===== config.mk =====
export PLATFORM = sky130hd
export DESIGN_NAME = fft_twiddle_mul_flat
export DESIGN_NICKNAME = d
export VERILOG_FILES = /design/src/rtl/fft_pkg.sv /design/src/rtl/fft_twiddle_mul_if.sv /design/src/rtl/fft_twiddle_mul_cmul_pipe.sv /design/src/rtl/fft_twiddle_mul.sv /design/src/flat_wrapper.sv
export SDC_FILE = /design/constraint.sdc
export NUM_CORES = 2
export LEC_CHECK = 0
export ABC_CLOCK_PERIOD_IN_PS = 5500
export BUFFER_PORTS_ARGS = -buffer_cell sky130_fd_sc_hd__buf_2
export CORE_MARGIN = 5
export CORE_UTILIZATION = 59
export DETAILED_ROUTE_END_ITERATION = 10
export MAX_ROUTING_LAYER = met4
export PLACE_DENSITY = 0.79
export SETUP_SLACK_MARGIN = 0.15
export SYNTH_ARGS = -nofsm -noshare
export SYNTH_HDL_FRONTEND = slang
export SYNTH_SLANG_ARGS = --single-unit

===== constraint.sdc =====
create_clock -name clk -period 5.5 [get_ports clk]
set_input_delay 0.55 -clock clk [delete_from_list [all_inputs] [get_ports clk]]
set_output_delay 0.55 -clock clk [all_outputs]
set_load 0.005 [all_outputs]

===== src/rtl/fft_pkg.sv =====
// Shared FFT datapath constants and the output clamp used by every
// stage that narrows a wide accumulator back to sample width.
package fft_pkg;

  localparam int DATA_W      = 16;
  localparam int TW_W        = 9;
  localparam int TW_FRAC     = 7;
  localparam int PROD_W      = DATA_W + TW_W;
  localparam int SUM_W       = PROD_W + 1;
  localparam int ROUND_CONST = 2 ** (TW_FRAC - 1);

  localparam logic signed [SUM_W-1:0] SAT_MAX = SUM_W'((2 ** (DATA_W - 1)) - 1);
  localparam logic signed [SUM_W-1:0] SAT_MIN = SUM_W'(-(2 ** (DATA_W - 1)));

  function automatic logic signed [DATA_W-1:0] saturate(input logic signed [SUM_W-1:0] x);
    logic signed [SUM_W-1:0] clamped;
    if (x > SAT_MAX) begin
      clamped = SAT_MAX;
    end else if (x < SAT_MIN) begin
      clamped = SAT_MIN;
    end else begin
      clamped = x;
    end
    return clamped[DATA_W-1:0];
  endfunction

endpackage


===== src/rtl/fft_twiddle_mul_if.sv =====
// Sample stream in, product stream out, plus the twiddle ROM lookup path.
interface fft_twiddle_mul_if;
  import fft_pkg::*;

  logic                     in_valid;
  logic                     frame_start;
  logic signed [DATA_W-1:0] in_re;
  logic signed [DATA_W-1:0] in_im;
  logic [3:0]               rom_16_counter;
  logic signed [TW_W-1:0]   w_r;
  logic signed [TW_W-1:0]   w_i;
  logic                     out_valid;
  logic signed [DATA_W-1:0] out_re;
  logic signed [DATA_W-1:0] out_im;

  modport slave (
    input  in_valid, frame_start, in_re, in_im, w_r, w_i,
    output rom_16_counter, out_valid, out_re, out_im
  );

  modport master (
    output in_valid, frame_start, in_re, in_im, w_r, w_i,
    input  rom_16_counter, out_valid, out_re, out_im
  );
endinterface


===== src/rtl/fft_twiddle_mul_cmul_pipe.sv =====
// Three-stage complex multiplier: operand capture, partial products,
// then add/round/saturate into the output register.
module cmul_pipe
  import fft_pkg::*;
(
  input  logic                     clk,
  input  logic                     rst_n,
  input  logic                     in_valid,
  input  logic signed [DATA_W-1:0] in_re,
  input  logic signed [DATA_W-1:0] in_im,
  input  logic signed [TW_W-1:0]   w_r,
  input  logic signed [TW_W-1:0]   w_i,
  output logic                     out_valid,
  output logic signed [DATA_W-1:0] out_re,
  output logic signed [DATA_W-1:0] out_im
);

  logic                     v1_reg, v2_reg;
  logic signed [DATA_W-1:0] a_reg, b_reg;
  logic signed [TW_W-1:0]   c_reg, d_reg;
  logic signed [PROD_W-1:0] ac_reg, bd_reg, ad_reg, bc_reg;
  logic signed [SUM_W-1:0]  sum_re, sum_im, rnd_re, rnd_im;

  // Full-width sums; rounding offset is added before the arithmetic shift.
  always_comb begin
    sum_re = SUM_W'(ac_reg) - SUM_W'(bd_reg);
    sum_im = SUM_W'(ad_reg) + SUM_W'(bc_reg);
    rnd_re = (sum_re + SUM_W'(ROUND_CONST)) >>> TW_FRAC;
    rnd_im = (sum_im + SUM_W'(ROUND_CONST)) >>> TW_FRAC;
  end

  always_ff @(posedge clk or negedge rst_n) begin
    if (!rst_n) begin
      v1_reg    <= 1'b0;
      v2_reg    <= 1'b0;
      out_valid <= 1'b0;
      a_reg     <= '0;
      b_reg     <= '0;
      c_reg     <= '0;
      d_reg     <= '0;
      ac_reg    <= '0;
      bd_reg    <= '0;
      ad_reg    <= '0;
      bc_reg    <= '0;
      out_re    <= '0;
      out_im    <= '0;
    end else begin
      v1_reg    <= in_valid;
      a_reg     <= in_re;
      b_reg     <= in_im;
      c_reg     <= w_r;
      d_reg     <= w_i;

      v2_reg    <= v1_reg;
      ac_reg    <= PROD_W'(a_reg) * PROD_W'(c_reg);
      bd_reg    <= PROD_W'(b_reg) * PROD_W'(d_reg);
      ad_reg    <= PROD_W'(a_reg) * PROD_W'(d_reg);
      bc_reg    <= PROD_W'(b_reg) * PROD_W'(c_reg);

      out_valid <= v2_reg;
      out_re    <= saturate(rnd_re);
      out_im    <= saturate(rnd_im);
    end
  end

endmodule


===== src/rtl/fft_twiddle_mul.sv =====
// Twiddle stage: owns the 16-entry ROM address counter and feeds each
// valid sample with its twiddle into the complex multiply pipeline.
module fft_twiddle_mul
  import fft_pkg::*;
(
  input  logic              clk,
  input  logic              rst_n,
  fft_twiddle_mul_if.slave  bus
);

  logic [3:0] k_reg;
  logic       restart;

  // A frame start overrides the counter in the same cycle so the lookup hits entry 0.
  assign restart            = bus.frame_start & bus.in_valid;
  assign bus.rom_16_counter = restart ? 4'd0 : k_reg;

  always_ff @(posedge clk or negedge rst_n) begin
    if (!rst_n) begin
      k_reg <= 4'd0;
    end else if (bus.in_valid) begin
      k_reg <= restart ? 4'd1 : k_reg + 4'd1;
    end
  end

  cmul_pipe u_cmul_pipe (
    .clk       (clk),
    .rst_n     (rst_n),
    .in_valid  (bus.in_valid),
    .in_re     (bus.in_re),
    .in_im     (bus.in_im),
    .w_r       (bus.w_r),
    .w_i       (bus.w_i),
    .out_valid (bus.out_valid),
    .out_re    (bus.out_re),
    .out_im    (bus.out_im)
  );

endmodule


===== src/flat_wrapper.sv =====
// flat-port wrapper written by rule: the top's interface ports become plain ports
module fft_twiddle_mul_flat import fft_pkg::*;
  (clk, rst_n, bus_in_valid, bus_frame_start, bus_in_re, bus_in_im, bus_w_r, bus_w_i, bus_rom_16_counter, bus_out_valid, bus_out_re, bus_out_im);
  fft_twiddle_mul_if bus_i ();
  input  logic clk;
  input  logic rst_n;
  input wire logic [$bits(bus_i.in_valid)-1:0] bus_in_valid;
  input wire logic [$bits(bus_i.frame_start)-1:0] bus_frame_start;
  input wire logic [$bits(bus_i.in_re)-1:0] bus_in_re;
  input wire logic [$bits(bus_i.in_im)-1:0] bus_in_im;
  input wire logic [$bits(bus_i.w_r)-1:0] bus_w_r;
  input wire logic [$bits(bus_i.w_i)-1:0] bus_w_i;
  output wire logic [$bits(bus_i.rom_16_counter)-1:0] bus_rom_16_counter;
  output wire logic [$bits(bus_i.out_valid)-1:0] bus_out_valid;
  output wire logic [$bits(bus_i.out_re)-1:0] bus_out_re;
  output wire logic [$bits(bus_i.out_im)-1:0] bus_out_im;
  assign bus_i.in_valid = bus_in_valid;
  assign bus_i.frame_start = bus_frame_start;
  assign bus_i.in_re = bus_in_re;
  assign bus_i.in_im = bus_in_im;
  assign bus_i.w_r = bus_w_r;
  assign bus_i.w_i = bus_w_i;
  assign bus_rom_16_counter = bus_i.rom_16_counter;
  assign bus_out_valid = bus_i.out_valid;
  assign bus_out_re = bus_i.out_re;
  assign bus_out_im = bus_i.out_im;
  fft_twiddle_mul u_core (.clk(clk), .rst_n(rst_n), .bus(bus_i));
endmodule

==> impl_metrics.csv <==
group,metric,value,unit
global_route,grt_first_pass_wirelength,104,mm
clocking,cts_tree,"yes",
global_route,antenna_found_initial,0,
synth,syn_nets,3506,
run,drv_cap,0,
critical_path,cp-start-kind,"flip-flop",
critical_path,criticalPathCategory,"reg -> reg",
drt,num_vias,19410,
sta,fin_setup_tns,0,ps
drt,routed.top_layer,"met4",
critical_path,cp_max_fo,9,
cells_and_area,fin_nets,3729,
synth,async_flop_share,1.00,
clocking,htreeDepth,4,
sta,worst_slew_margin_rel,0.179,
synth,synth_warnings,0,
pwr,power_density,667,nW/um2
cells_and_area,n_antenna_cell,0,
sta,tightest_slew,1230,ps
critical_path,path_cells,"buf_6 > nand2_1 > fa_1 > fa_1 > inv_1 > fa_1 > fa_1 > fa_1 > ha_1 > a211oi_2 > o211ai_1 > a41oi_2 > nor2_1 > a211oi_1 > buf_4 > a211oi_4 > a211oi_2 > a21oi_1 > xnor2_1",
floorplanning,die_h,224,um
pwr,p_leak,15.8,nW
drt,wirelength_met1,26.4,mm
critical_path,critPathArrivalTime,5780,ps
clocking,clk_path_buf_depth,2,
floorplanning,die-area,50000,um2
clocking,clk_latency,510,ps
placed_design,placed_cells,3402,
clocking,cts_buffers,17,
synth,syn-cell-area,26900,um2
critical_path,required,5880,ps
sta,skew,27.1,ps
critical_path,cp-end-kind,"flip-flop",
global_route,gr-usage-all-layers,0.266,
cells_and_area,fin_cells,3509,
synth,yosys_most_used_dff,"dfrtp_1",
hold_path,hp-class,"in -> async",
floorplanning,core,45300,um2
critical_path,slowest_stage,"fa_1",
placed_design,hpwl,48.9,mm
placed_design,place_area,28900,um2
status,status,"finished, final reports clean",
synth,ys_types,80,
floorplanning,num_io_pins,91,
drt,drt_iter0_drc,1342,
sta,fin_ws,106,ps
global_route,grt_pass1_vias,20926,
clocking,clk_pin_slew,80,ps
synth,synth_edf_count,0,
global_route,grt_max_degree,109,
clocking,clock_sinks,189,
critical_path,rrSetupSlack,110,ps
sta,rsz0062_at_grt,"yes",
drt,met3_length,4.69,mm
sta,fmax,185,MHz
placed_design,io_buffer_count,90,
drt,final_antenna_net_count,0,
placed_design,post-place-ws,-149,ps
synth,syn_avg_cell_area,10.1,um2
floorplanning,initial_core_util,0.594,
synth,ys_ff_latch,189,
drt,wl_per_cell,18.2,um
critical_path,cp_common_cell,"fa_1",
drt,wirelength,63.8,mm
synth,yosysSeqAreaShare,0.176,
sta,hold_viol_final,0,
cells_and_area,drive_above_1_share,0.179,
floorplanning,rows,78,
critical_path,slowest_delay,550,ps
synth,syn-instance-count,2673,
drt,via_per_inst,5.53,
sta,holdWs,62.5,ps
pwr,irDropWorstVdd,0.423,mV
cells_and_area,final_area,31100,um2
clocking,root_buffer,"clkbuf_16",
cells_and_area,area_delta_synth_final,15.4,%
drt,drc,0,
global_route,grt_overflow,0,
drt,wl_met2,30.3,mm
sta,fin_crit_sh,0.981,
drt,first_pass_iters,5,
placed_design,gp_congestion,0.919,
sta,slew_viol_final,0,
clocking,hold_buffers,0,
cells_and_area,fillCellCount,3304,
sta,setup_violations,0,
sta,layout_min_cycle_time,5390,ps
floorplanning,die_w,224,um
==> cells in the final DEF, fill, tap and decap left out, drive strengths merged, types with 10 or more instances in the layout <==
master,netlist,routed
xor2,33,33
and2,272,272
nand3,19,19
clkbuf,94,24
a21o,44,44
nor3,26,26
and3,10,10
xnor2,96,96
a211oi,19,19
nor2b,10,10
nand2b,26,26
dfrtp,189,189
nor2,98,98
inv,411,416
fa,476,476
nand2,297,297
a21oi,73,73
buf,4,298
ha,303,303
o21ai,56,56
==> worst max-delay path: cells and delay by family (launching register included) <==
| kind | cells | cell delay [ps] |
|---|---|---|
| compound gates | 7 | 1430 |
| xor+xnor | 1 | 130 |
| flops | 1 | 440 |
| buf+inv | 3 | 420 |
| fa+ha+maj | 6 | 2690 |
| simple gates | 2 | 160 |
==> cell usage after synthesis, drive strengths merged, types with 44 or more instances <==
| library cell | number | share of area |
|---|---|---|
| nor2 | 98 | 0.014 |
| ha | 303 | 0.14 |
| a21o | 44 | 0.012 |
| dfrtp | 189 | 0.18 |
| inv | 411 | 0.057 |
| xnor2 | 96 | 0.031 |
| a21oi | 73 | 0.014 |
| o21ai | 56 | 0.010 |
| nand2 | 297 | 0.041 |
| clkbuf | 94 | 0.013 |
| and2 | 272 | 0.063 |
| fa | 476 | 0.35 |
==> timing repair <==
item,4_1_cts,5_1_grt
setup endpoints to repair,24,32
pin swaps,8,94
cloned,0,3
gates resized for setup,40,175
setup buffers,6,66
==> worst paths after layout <==
check                                                      start                                      end  cells past startpoint
setup / recovery           u_core.u_cmul_pipe.d_reg[4]$_DFF_PN0_  u_core.u_cmul_pipe.ad_reg[24]$_DFF_PN0_                     19
hold / removal                                             rst_n   u_core.u_cmul_pipe.a_reg[11]$_DFF_PN0_                      1
setup reg to reg           u_core.u_cmul_pipe.d_reg[4]$_DFF_PN0_  u_core.u_cmul_pipe.ad_reg[24]$_DFF_PN0_                     19
hold reg to reg              u_core.u_cmul_pipe.v2_reg$_DFF_PN0_   u_core.u_cmul_pipe.out_valid$_DFF_PN0_                      0
max in group asynchronous                                  rst_n    u_core.u_cmul_pipe.b_reg[1]$_DFF_PN0_                      2
min in group clk                                    bus_in_im[0]    u_core.u_cmul_pipe.b_reg[0]$_DFF_PN0_                      1
==> final cells by class <==
class / count / area (um2) / share of cell area
Clock buffer: 20 / 457 / 0.0147
Sequential cell: 189 / 4770 / 0.154
Multi-Input combinational cell: 1973 / 20900 / 0.673
Inverter: 413 / 1560 / 0.0501
Timing Repair Buffer: 302 / 2480 / 0.0798
Tap cell: 600 / 751 / 0.0242
Clock inverter: 12 / 153 / 0.00491
==> logic make-up (layout without fill, tap and decap cells) <==
logic type / Yosys count / count (layout) / share of synthesized area
AND/OR/NAND/NOR: 801 / 801 / 0.149
multiplexers: 1 / 1 / 0.000418
buffers and inverters: 511 / 747 / 0.0717
flip-flops: 189 / 189 / 0.176
XOR/XNOR: 129 / 129 / 0.0420
AO/OA/AOI/OAI: 263 / 263 / 0.0658
adder cells (fa/ha/maj): 779 / 779 / 0.495
==> metrics by stage <==
step	total power, mW	util
after CTS	19.7	0.656
after floorplan	13.9	-
after detailed placement	17.8	0.639
after global placement	17.2	0.639
final	20.7	0.686
after global routing	23.0	0.686
==> where the power goes <==
part | total [mW] | switching, mW | leakage, nW | internal (mW)
clock network | 1.33 | 0.625 | 0.287 | 0.706
logic | 17.1 | 9.23 | 13.3 | 7.83
registers | 2.33 | 0.198 | 2.18 | 2.13
==> routing by layer <==
layer,GRT usage,vias up
li1,-,8804
met1,0.354,9834
met2,0.410,636
met3,0.0601,136
met4,0.0913,0
met5,-,-
(Power assumes the default switching activity.)
